File: config.mk
export PLATFORM = sky130hd
export DESIGN_NAME = img_rx_unpack
export DESIGN_NICKNAME = d
export VERILOG_FILES = /design/src/rtl/img_rx_unpack.sv
export SDC_FILE = /design/constraint.sdc
export NUM_CORES = 1
export LEC_CHECK = 0
export BUFFER_PORTS_ARGS = -buffer_cell sky130_fd_sc_hd__buf_2
export CAP_MARGIN = 20
export CORE_ASPECT_RATIO = 0.7
export CORE_MARGIN = 5
export CORE_UTILIZATION = 63
export DETAILED_ROUTE_END_ITERATION = 10
export GPL_ROUTABILITY_DRIVEN = 0
export GPL_TIMING_DRIVEN = 0
export MAX_ROUTING_LAYER = met4
export PLACE_DENSITY = 0.85
export SKIP_LAST_GASP = 1
export SYNTH_ARGS = -nofsm -noshare
export SYNTH_HDL_FRONTEND = slang
export SYNTH_SLANG_ARGS = --single-unit
File: constraint.sdc
create_clock -name i_clk_sys -period 3.5 [get_ports i_clk_sys]
set_input_delay 0.35 -clock i_clk_sys [delete_from_list [all_inputs] [get_ports i_clk_sys]]
set_output_delay 0.35 -clock i_clk_sys [all_outputs]
set_load 0.01 [all_outputs]
File: src/rtl/img_rx_unpack.sv
// rtl/img_rx_unpack.sv - UART byte stream to image pixel unpacker with header, checksum tail and timeout
//
// Frame layout: header (width then height, each DIM_W/8 bytes MSB first),
// width*height pixels of BPP bytes each (MSB first), one tail byte holding
// the mod-256 sum of all pixel bytes.
//
// Ports:
//   i_clk_sys, i_rst_n      clock, asynchronous active-low reset
//   i_rx_data, i_rx_done    received byte and its one-cycle strobe
//   i_start, i_abort        frame start / abort pulses (abort > start > byte)
//   o_state                 IDLE=0, HDR=1, PIX=2, TAIL=3
//   o_width, o_height       latched dimensions, o_hdr_valid level
//   o_pix, o_pix_x, o_pix_y assembled pixel and its raster coordinate
//   o_pix_valid             pixel strobe
//   o_check_code            bits {7,4,3,0} of each pixel byte, first byte on top
//   o_check_valid           strobe coincident with o_pix_valid
//   o_frame_done            strobe: tail matched the running sum
//   o_err_code              sticky: 0 none, 1 timeout, 2 checksum, 3 abort
module img_rx_unpack #(
    parameter int PIX_W       = 12,
    parameter int BPP         = 2,
    parameter int DIM_W       = 8,
    parameter int TIMEOUT_CYC = 1000000
) (
    input  logic               i_clk_sys,
    input  logic               i_rst_n,
    input  logic [7:0]         i_rx_data,
    input  logic               i_rx_done,
    input  logic               i_start,
    input  logic               i_abort,
    output logic [2:0]         o_state,
    output logic [DIM_W-1:0]   o_width,
    output logic [DIM_W-1:0]   o_height,
    output logic               o_hdr_valid,
    output logic [PIX_W-1:0]   o_pix,
    output logic [DIM_W-1:0]   o_pix_x,
    output logic [DIM_W-1:0]   o_pix_y,
    output logic               o_pix_valid,
    output logic [4*BPP-1:0]   o_check_code,
    output logic               o_check_valid,
    output logic               o_frame_done,
    output logic [1:0]         o_err_code
);

    typedef enum logic [2:0] {
        S_IDLE = 3'd0,
        S_HDR  = 3'd1,
        S_PIX  = 3'd2,
        S_TAIL = 3'd3
    } state_t;

    localparam int          HDR_BYTES = 2 * DIM_W / 8;
    localparam int          WORD_W    = 8 * BPP;
    localparam logic [31:0] TO_LAST   = (TIMEOUT_CYC > 0) ? 32'(TIMEOUT_CYC - 1) : 32'd0;

    state_t                 state, state_nx;
    logic [2:0]             byte_cnt;
    logic [WORD_W-1:0]      acc, pix_word;
    logic [2*DIM_W-1:0]     hdr_buf, hdr_word;
    logic [DIM_W-1:0]       cnt_x, cnt_y;
    logic [7:0]             sum;
    logic [31:0]            to_cnt;
    logic                   byte_ok, timeout_hit, hdr_last, pix_last, x_last, coord_last, dim_zero;

    function automatic logic [PIX_W-1:0] pix_of(input logic [WORD_W-1:0] w);
        return w[WORD_W-1 -: PIX_W];
    endfunction

    function automatic logic [4*BPP-1:0] chk_of(input logic [WORD_W-1:0] w);
        logic [4*BPP-1:0] c;
        for (int i = 0; i < BPP; i++)
            c[4*i +: 4] = {w[8*i+7], w[8*i+4], w[8*i+3], w[8*i]};
        return c;
    endfunction

    assign o_state = state;

    // Bytes coincident with start/abort are dropped.
    assign byte_ok     = i_rx_done && !i_start && !i_abort;
    assign timeout_hit = (TIMEOUT_CYC != 0) && (state != S_IDLE) && !byte_ok && (to_cnt == TO_LAST);
    assign hdr_last    = (byte_cnt == 3'(HDR_BYTES - 1));
    assign pix_last    = (byte_cnt == 3'(BPP - 1));
    assign x_last      = (cnt_x == o_width - DIM_W'(1));
    assign coord_last  = x_last && (cnt_y == o_height - DIM_W'(1));
    assign dim_zero    = (hdr_word[2*DIM_W-1:DIM_W] == '0) || (hdr_word[DIM_W-1:0] == '0);

    // The final byte of a header/pixel is used straight from the input so the
    // completed word is available in the same cycle as its last strobe.
    always_comb begin
        pix_word      = acc;
        pix_word[7:0] = i_rx_data;
        hdr_word      = hdr_buf;
        hdr_word[7:0] = i_rx_data;
    end

    always_comb begin
        state_nx = state;
        if (i_abort && state != S_IDLE) begin
            state_nx = S_IDLE;
        end else if (i_start) begin
            state_nx = S_HDR;
        end else if (timeout_hit) begin
            state_nx = S_IDLE;
        end else if (byte_ok) begin
            case (state)
                S_HDR:   if (hdr_last) state_nx = dim_zero ? S_TAIL : S_PIX;
                S_PIX:   if (pix_last && coord_last) state_nx = S_TAIL;
                S_TAIL:  state_nx = S_IDLE;
                default: state_nx = state;
            endcase
        end
    end

    always_ff @(posedge i_clk_sys or negedge i_rst_n) begin
        if (!i_rst_n) state <= S_IDLE;
        else          state <= state_nx;
    end

    always_ff @(posedge i_clk_sys or negedge i_rst_n) begin
        if (!i_rst_n) begin
            byte_cnt      <= '0;
            acc           <= '0;
            hdr_buf       <= '0;
            cnt_x         <= '0;
            cnt_y         <= '0;
            sum           <= '0;
            to_cnt        <= '0;
            o_width       <= '0;
            o_height      <= '0;
            o_hdr_valid   <= 1'b0;
            o_pix         <= '0;
            o_pix_x       <= '0;
            o_pix_y       <= '0;
            o_pix_valid   <= 1'b0;
            o_check_code  <= '0;
            o_check_valid <= 1'b0;
            o_frame_done  <= 1'b0;
            o_err_code    <= 2'd0;
        end else begin
            o_pix_valid   <= 1'b0;
            o_check_valid <= 1'b0;
            o_frame_done  <= 1'b0;

            if (i_start || byte_ok || state == S_IDLE) to_cnt <= '0;
            else if (TIMEOUT_CYC != 0)                 to_cnt <= to_cnt + 32'd1;

            if (i_abort && state != S_IDLE) begin
                o_err_code <= 2'd3;
                byte_cnt   <= '0;
            end else if (i_start) begin
                byte_cnt    <= '0;
                cnt_x       <= '0;
                cnt_y       <= '0;
                sum         <= '0;
                o_hdr_valid <= 1'b0;
                o_err_code  <= 2'd0;
            end else if (timeout_hit) begin
                o_err_code <= 2'd1;
                byte_cnt   <= '0;
            end else if (byte_ok) begin
                case (state)
                    S_HDR: begin
                        for (int i = 0; i < HDR_BYTES; i++)
                            if (byte_cnt == 3'(HDR_BYTES - 1 - i)) hdr_buf[8*i +: 8] <= i_rx_data;
                        if (hdr_last) begin
                            o_width     <= hdr_word[2*DIM_W-1:DIM_W];
                            o_height    <= hdr_word[DIM_W-1:0];
                            o_hdr_valid <= 1'b1;
                            byte_cnt    <= '0;
                        end else begin
                            byte_cnt <= byte_cnt + 3'd1;
                        end
                    end
                    S_PIX: begin
                        sum <= sum + i_rx_data;
                        for (int i = 0; i < BPP; i++)
                            if (byte_cnt == 3'(BPP - 1 - i)) acc[8*i +: 8] <= i_rx_data;
                        if (pix_last) begin
                            o_pix         <= pix_of(pix_word);
                            o_check_code  <= chk_of(pix_word);
                            o_pix_x       <= cnt_x;
                            o_pix_y       <= cnt_y;
                            o_pix_valid   <= 1'b1;
                            o_check_valid <= 1'b1;
                            byte_cnt      <= '0;
                            if (x_last) begin
                                cnt_x <= '0;
                                cnt_y <= cnt_y + DIM_W'(1);
                            end else begin
                                cnt_x <= cnt_x + DIM_W'(1);
                            end
                        end else begin
                            byte_cnt <= byte_cnt + 3'd1;
                        end
                    end
                    S_TAIL: begin
                        if (i_rx_data == sum) o_frame_done <= 1'b1;
                        else                  o_err_code   <= 2'd2;
                    end
                    default: ;
                endcase
            end
        end
    end

endmodule

* After elaboration in Yosys (flattened, before gate mapping) *
Index checks and enable logic that the tools add are counted.

word-level totals
  ROM bits = 0
  bits of input ports = 13
  output and inout bits = 61
  word-level logic and storage cells = 133
  bits in registers = 135
  latch bits = 0
  memories = 0
  bits in writable memories = 0

operators by class
  magnitude comparators = 0
  reduce and logical (&&, ||, !) cells = 39
  $mul = 0
  $add $sub $neg = 7
  shift operators = 0
  div/mod/pow operators = 0
  bitwise operators = 3
  multiplexer cells = 54
  equal/unequal tests = 12

operator list
  cell                                                   count
  two-way mux 8 bit                                      16
  two-way mux 3 bit                                      12
  adder 32 x 1 -> 32 bit, second input constant          1
  equality test 32 x 20 -> 1 bit, second input constant  1
  two-way mux 32 bit                                     1
  AND reduction 6 bit                                    5
  equality test 8 bit                                    3
  two-way mux 1 bit                                      18
  adder 8 x 1 -> 8 bit, second input constant            2
  logical NOT 8 bit                                      2
  subtractor 8 x 1 -> 8 bit, second input constant       2
  two-way mux 2 bit                                      6
  nonzero test 4 bit                                     3
  != test 5 bit, second input constant                   2
  AND reduction 5 bit                                    2
  nonzero test 2 bit                                     5
  case mux 3 bit (3 select lines)                        1
  adder 8 bit                                            1
  AND reduction 4 bit                                    2
  logical AND 1 bit                                      7
  equality test 3 x 1 -> 1 bit, second input constant    2
  equality test 3 x 2 -> 1 bit, second input constant    2
  logical NOT 3 bit                                      2
  nonzero test 6 bit                                     1
  other kinds (10)                                       16

* Logic depth before layout (Yosys ltp) *
  word-level depth = 10
  gate-level depth with buffers = 9
  mapped depth without buffers = 8

* Worst setup path before layout *
OpenSTA, ideal clock, no wires.

  path kind = register to register
  from = register o_width[0]
  to = register state[1] (netlist: o_state[1])
  period minus slack after synthesis = 2.337 ns
  slack = 1.163 ns
  required time = 3.372 ns
  setup time = 0.128 ns
  buffers on the path = 0
  data arrival time = 2.210 ns
  cell stages (with the launch flop) = 9
  path through = dfrtp_1 > inv_1 > ha_1 > nand2b_1 > or4b_1 > a211oi_2 > o211a_4 > a41oi_2 > mux2_1

on the way
  longest elaborated chain between the ends = 6

ends and longest elaborated chain
  element                        RTL line  text
  start, declared                32        output logic [DIM_W-1:0] o_width,
  start signal, assigned         166       o_width <= hdr_word[2*DIM_W-1:DIM_W];
  subtractor 8 x 1 -> 8 bit      83        assign x_last = (cnt_x == o_width - DIM_W'(1));
  equality test 8 bit            83
  logical AND 1 bit              84        assign coord_last = x_last && (cnt_y == o_height - DIM_W'(1));
  logical AND 1 bit              107       S_PIX: if (pix_last && coord_last) state_nx = S_TAIL;
  != test 5 bit (no line)        -
  AND reduction 4 bit (no line)  -
  end signal, assigned           116       else state <= state_nx;
  end, declared                  56        state_t state, state_nx;

Every way passes these cells.
A chain may end at the register's enable or synchronous reset.

* Worst setup path in the final report *
  from = register state[0] (netlist: o_state[0])
  to = register cnt_x[4]

on the way
  longest elaborated chain between the ends = 5
  elaborated cells between the ends (all ways) = 9
  classes of those cells = eq/ne: 2; bitwise: 1; reduce/logical: 6

ends and longest elaborated chain
  element                          RTL line  text
  nonzero test 3 bit               80, 147
  logical AND 1 bit (2 in series)  80        assign timeout_hit = (TIMEOUT_CYC != 0) && (state != S_IDLE) && !byte_ok && (to_cnt == TO_LAST);
  != test 2 bit (no line)          -
  AND reduction 5 bit (no line) *  -
  end signal, assigned             190       cnt_x <= cnt_x + DIM_W'(1);
  end, declared                    60        logic [DIM_W-1:0] cnt_x, cnt_y;

Mark *: on every way between the ends. The rest lies on a longest branch, timed or not.

==> results.sh <==
export IMPL_ys_flop_type="dfrtp_1"
export IMPL_fp_dieH_microns=95.9
export IMPL_drc=0
export IMPL_critical_path_class="register to register"
export IMPL_core_area_sq_um=10300
export IMPL_synth_area_per_cell_sq_um=9.81
export IMPL_initial_core_util_pct=64.4
export IMPL_finalWirelength_microns=16700
export IMPL_power_density_nw_per_um2=571
export IMPL_final_hold_viol_count=0
export IMPL_place_hpwl_microns=11400
export IMPL_ant_nets=0
export IMPL_clock_latency_ns=0.42
export IMPL_nets=798
export IMPL_cp_arrival_ns=3.31
export IMPL_min_path_cells=3
export IMPL_hp_start="i_rx_data[0]"
export IMPL_status="completed"
export IMPL_place_area_sq_um=7190
export IMPL_final_cell_area_sq_um=7760
export IMPL_hp_class="input port to register"
export IMPL_fin_crit_sh_pct=84.9
export IMPL_critPathMostFrequentCell="clkbuf_1"
export IMPL_worstPathCellList="inv_1 > ha_1 > nor4bb_1 > clkbuf_1 > nand2_1 > clkinv_1 > clkbuf_1 > nand4_1 > mux2i_1"
export IMPL_ys_warn_count=0
export IMPL_fmax_mhz=336
export IMPL_cts_tree="built"
export IMPL_path_max_fanout=10
export IMPL_drive_gt1_share_pct=20.5
export IMPL_antenna_found_initial=0
export IMPL_critPathMaxStageDelay_ns=0.47
export IMPL_synth_cells=677
export IMPL_clock_root_buffer="clkbuf_16"
export IMPL_wl_met2_microns=7960
export IMPL_vias=5513
export IMPL_synthToLayoutAreaGrowth_pct=16.9
export IMPL_drv_cap=0
export IMPL_totalNegativeSetupSlack_ns=0
export IMPL_cts_setup_buffers=0
export IMPL_port_buffers=70
export IMPL_routed_via_density=6.04
export IMPL_wl_met1_microns=7270
export IMPL_grt_pass1_vias=5590
export IMPL_synth_edf_count=0
export IMPL_synth_seq_cells=128
export IMPL_max_vdd_ir_drop_mv=0.466
export IMPL_power_leakage_nw=3.86
export IMPL_final_common_cell="nand2_1"
export IMPL_crit_path_start_kind="register"
export IMPL_async_reset_ff_share_pct=100
export IMPL_cts_buffers=17
export IMPL_row_count=31
export IMPL_layout_common_cells="nand2_1 (133), dfrtp_1 (128), buf_2 (70)"
export IMPL_rsz0062_at_grt="false"
export IMPL_cp_end_kind="register"
export IMPL_pin_count=74
export IMPL_worst_setup_hold_path_clk_slew_ns=0.06
export IMPL_crit_buf_inv=4
export IMPL_drv_slew=0
export IMPL_wl_per_cell_microns=18.3
export IMPL_fin_skew_ns=0.00897
export IMPL_syn_num_nets=707
export IMPL_cts_sinks=128
export IMPL_drtPass1Iterations=5
export IMPL_routed_wl_met3_microns=1160
export IMPL_setup_viol=0
export IMPL_crit_family="buffers and inverters"
export IMPL_synth_area_sq_um=6640
export IMPL_rr_endpoint="cnt_x[4]"
export IMPL_required_ns=3.84
export IMPL_gr_usage_all_layers_pct=28.5
export IMPL_maxSlewHeadroom_pct=40.8
export IMPL_die_x_microns=133
export IMPL_grt_overflow=0
export IMPL_rr_startpoint="o_state[0]"
export IMPL_top_layer_used="met4"
export IMPL_ff2ff_setup_slack_ns=0.53
export IMPL_grt_first_pass_wirelength_microns=27800
export IMPL_grt_max_degree=108
export IMPL_antenna_cells=0
export IMPL_dieArea_sq_um=12700
export IMPL_whs_endpoint="o_check_code[0]"
export IMPL_synth_distinct_cells=65
export IMPL_cpMaxStageDelayCell="clkbuf_1"
export IMPL_drtIter0Drc=538
export IMPL_clockBufferDepth=2
export IMPL_htreeDepth=4
export IMPL_setup_ws_ns=0.528
export IMPL_r2r_cells=9
export IMPL_worst_pin_slew_ns=0.879
export IMPL_fin_crit_ns=2.97
export IMPL_dp_slack_ns=0.600
export IMPL_ys_seq_area_share_pct=48.2
-- through the flow --
| step | total power [mW] | cells | hold WS, ns | util [%] |
|---|---|---|---|---|
| 6_report | 4.43 | 913 | 0.234 | 75.3 |
| 5_1_grt | 4.62 | 913 | 0.249 | 75.3 |
| 4_1_cts | 4.43 | 913 | 0.226 | 75.3 |
| 3_5_place_dp | 2.74 | 880 | 0.212 | 69.7 |
| 3_3_place_gp | 2.67 | 879 | 0.445 | 69.4 |
| 2_1_floorplan | 2.43 | 677 | 0.0544 | - |
-- worst reg2reg max path, cell delays in order (launching register included) --
cell and delay [ns]:
dfrtp_1 0.46, inv_1 0.15, ha_1 0.29, nor4bb_1 0.29, clkbuf_1 0.33, nand2_1 0.34
clkinv_1 0.25, clkbuf_1 0.47, nand4_1 0.18, mux2i_1 0.16
-- where the power goes --
group	total, mW	internal, mW	switching, mW
Combinational	0.926	0.403	0.523
Clock	1.69	1.01	0.673
Sequential	1.82	1.65	0.171
Total	4.43	3.06	1.37
-- area by class of cell --
cell class | instances | area, sq um
sequential | 128 | 3200
multi-input combinational | 496 | 3170
fill | 690 | 2550
clock buffer | 19 | 453
timing repair buffer | 72 | 394
buffer | 34 | 198
tap | 132 | 165
clock inverter | 13 | 113
inverter | 19 | 71.3
-- routing by layer --
| metal | track usage (%) | up-vias |
|---|---|---|
| li1 | - | 2519 |
| met1 | 36.8 | 2722 |
| met2 | 45.7 | 236 |
| met3 | 5.59 | 36 |
| met4 | 10.7 | 0 |
| met5 | - | - |
-- kinds of logic after synthesis --
logic type | after synthesis | synth area share, %
AND/OR/NAND/NOR | 306 | 21.9
flip-flops | 128 | 48.2
AO/OA/AOI/OAI | 70 | 7.44
XOR/XNOR | 54 | 7.12
buffers and inverters | 53 | 4.05
multiplexers | 47 | 7.71
adder cells (fa/ha/maj) | 18 | 3.47
other | 1 | 0.0565
-- what timing repair did --
item	4_1_cts	5_1_grt
endpoints found under the hold margin	21	0
endpoints found under the setup margin	0	0
gates resized for setup	0	0
hold buffers	1	0
-- sequential cells by signal, summed over array words and instances (netlist names) --
| register | cells |
|---|---|
| o_hdr_valid | 1 |
| cnt_y | 8 |
| o_state | 2 |
| to_cnt | 32 |
| byte_cnt | 3 |
| sum | 8 |
| acc | 8 |
| o_check_code | 2 |
| o_err_code | 2 |
| o_height | 8 |
| o_width | 8 |
| o_pix_x | 8 |
| o_pix | 12 |
| hdr_buf | 8 |
| cnt_x | 8 |
| o_check_valid | 1 |
| o_frame_done | 1 |
| o_pix_y | 8 |
-- worst max-delay path by stage --
stage	start	endpoint	slack [ns]	depth (start not counted)
after floorplan	o_width[0]	o_state[1]	1.16	8
after global placement	i_rst_n	to_cnt[3]	0.55	1
after detailed placement	o_state[0]	cnt_x[4]	0.60	9
after CTS	o_state[0]	cnt_x[4]	0.56	9
after global routing	o_state[0]	cnt_x[4]	0.25	9
final	o_state[0]	cnt_x[4]	0.53	9
-- synthesized netlist by cell type, drive strengths merged (14+ instances only) --
cell | instances | share of area, %
buf | 14 | 1.5
clkbuf | 20 | 1.4
dfrtp | 128 | 48
ha | 16 | 3.0
inv | 18 | 1.0
mux2 | 33 | 5.6
mux2i | 14 | 2.1
nand2 | 133 | 7.5
nand3 | 25 | 1.9
nand4 | 18 | 1.7
nor2 | 49 | 2.8
nor3 | 15 | 1.1
nor4 | 15 | 1.4
o21ai | 18 | 1.4
xnor2 | 18 | 2.4
xor2 | 36 | 4.7
No activity file was read; power rests on OpenSTA's default activity.
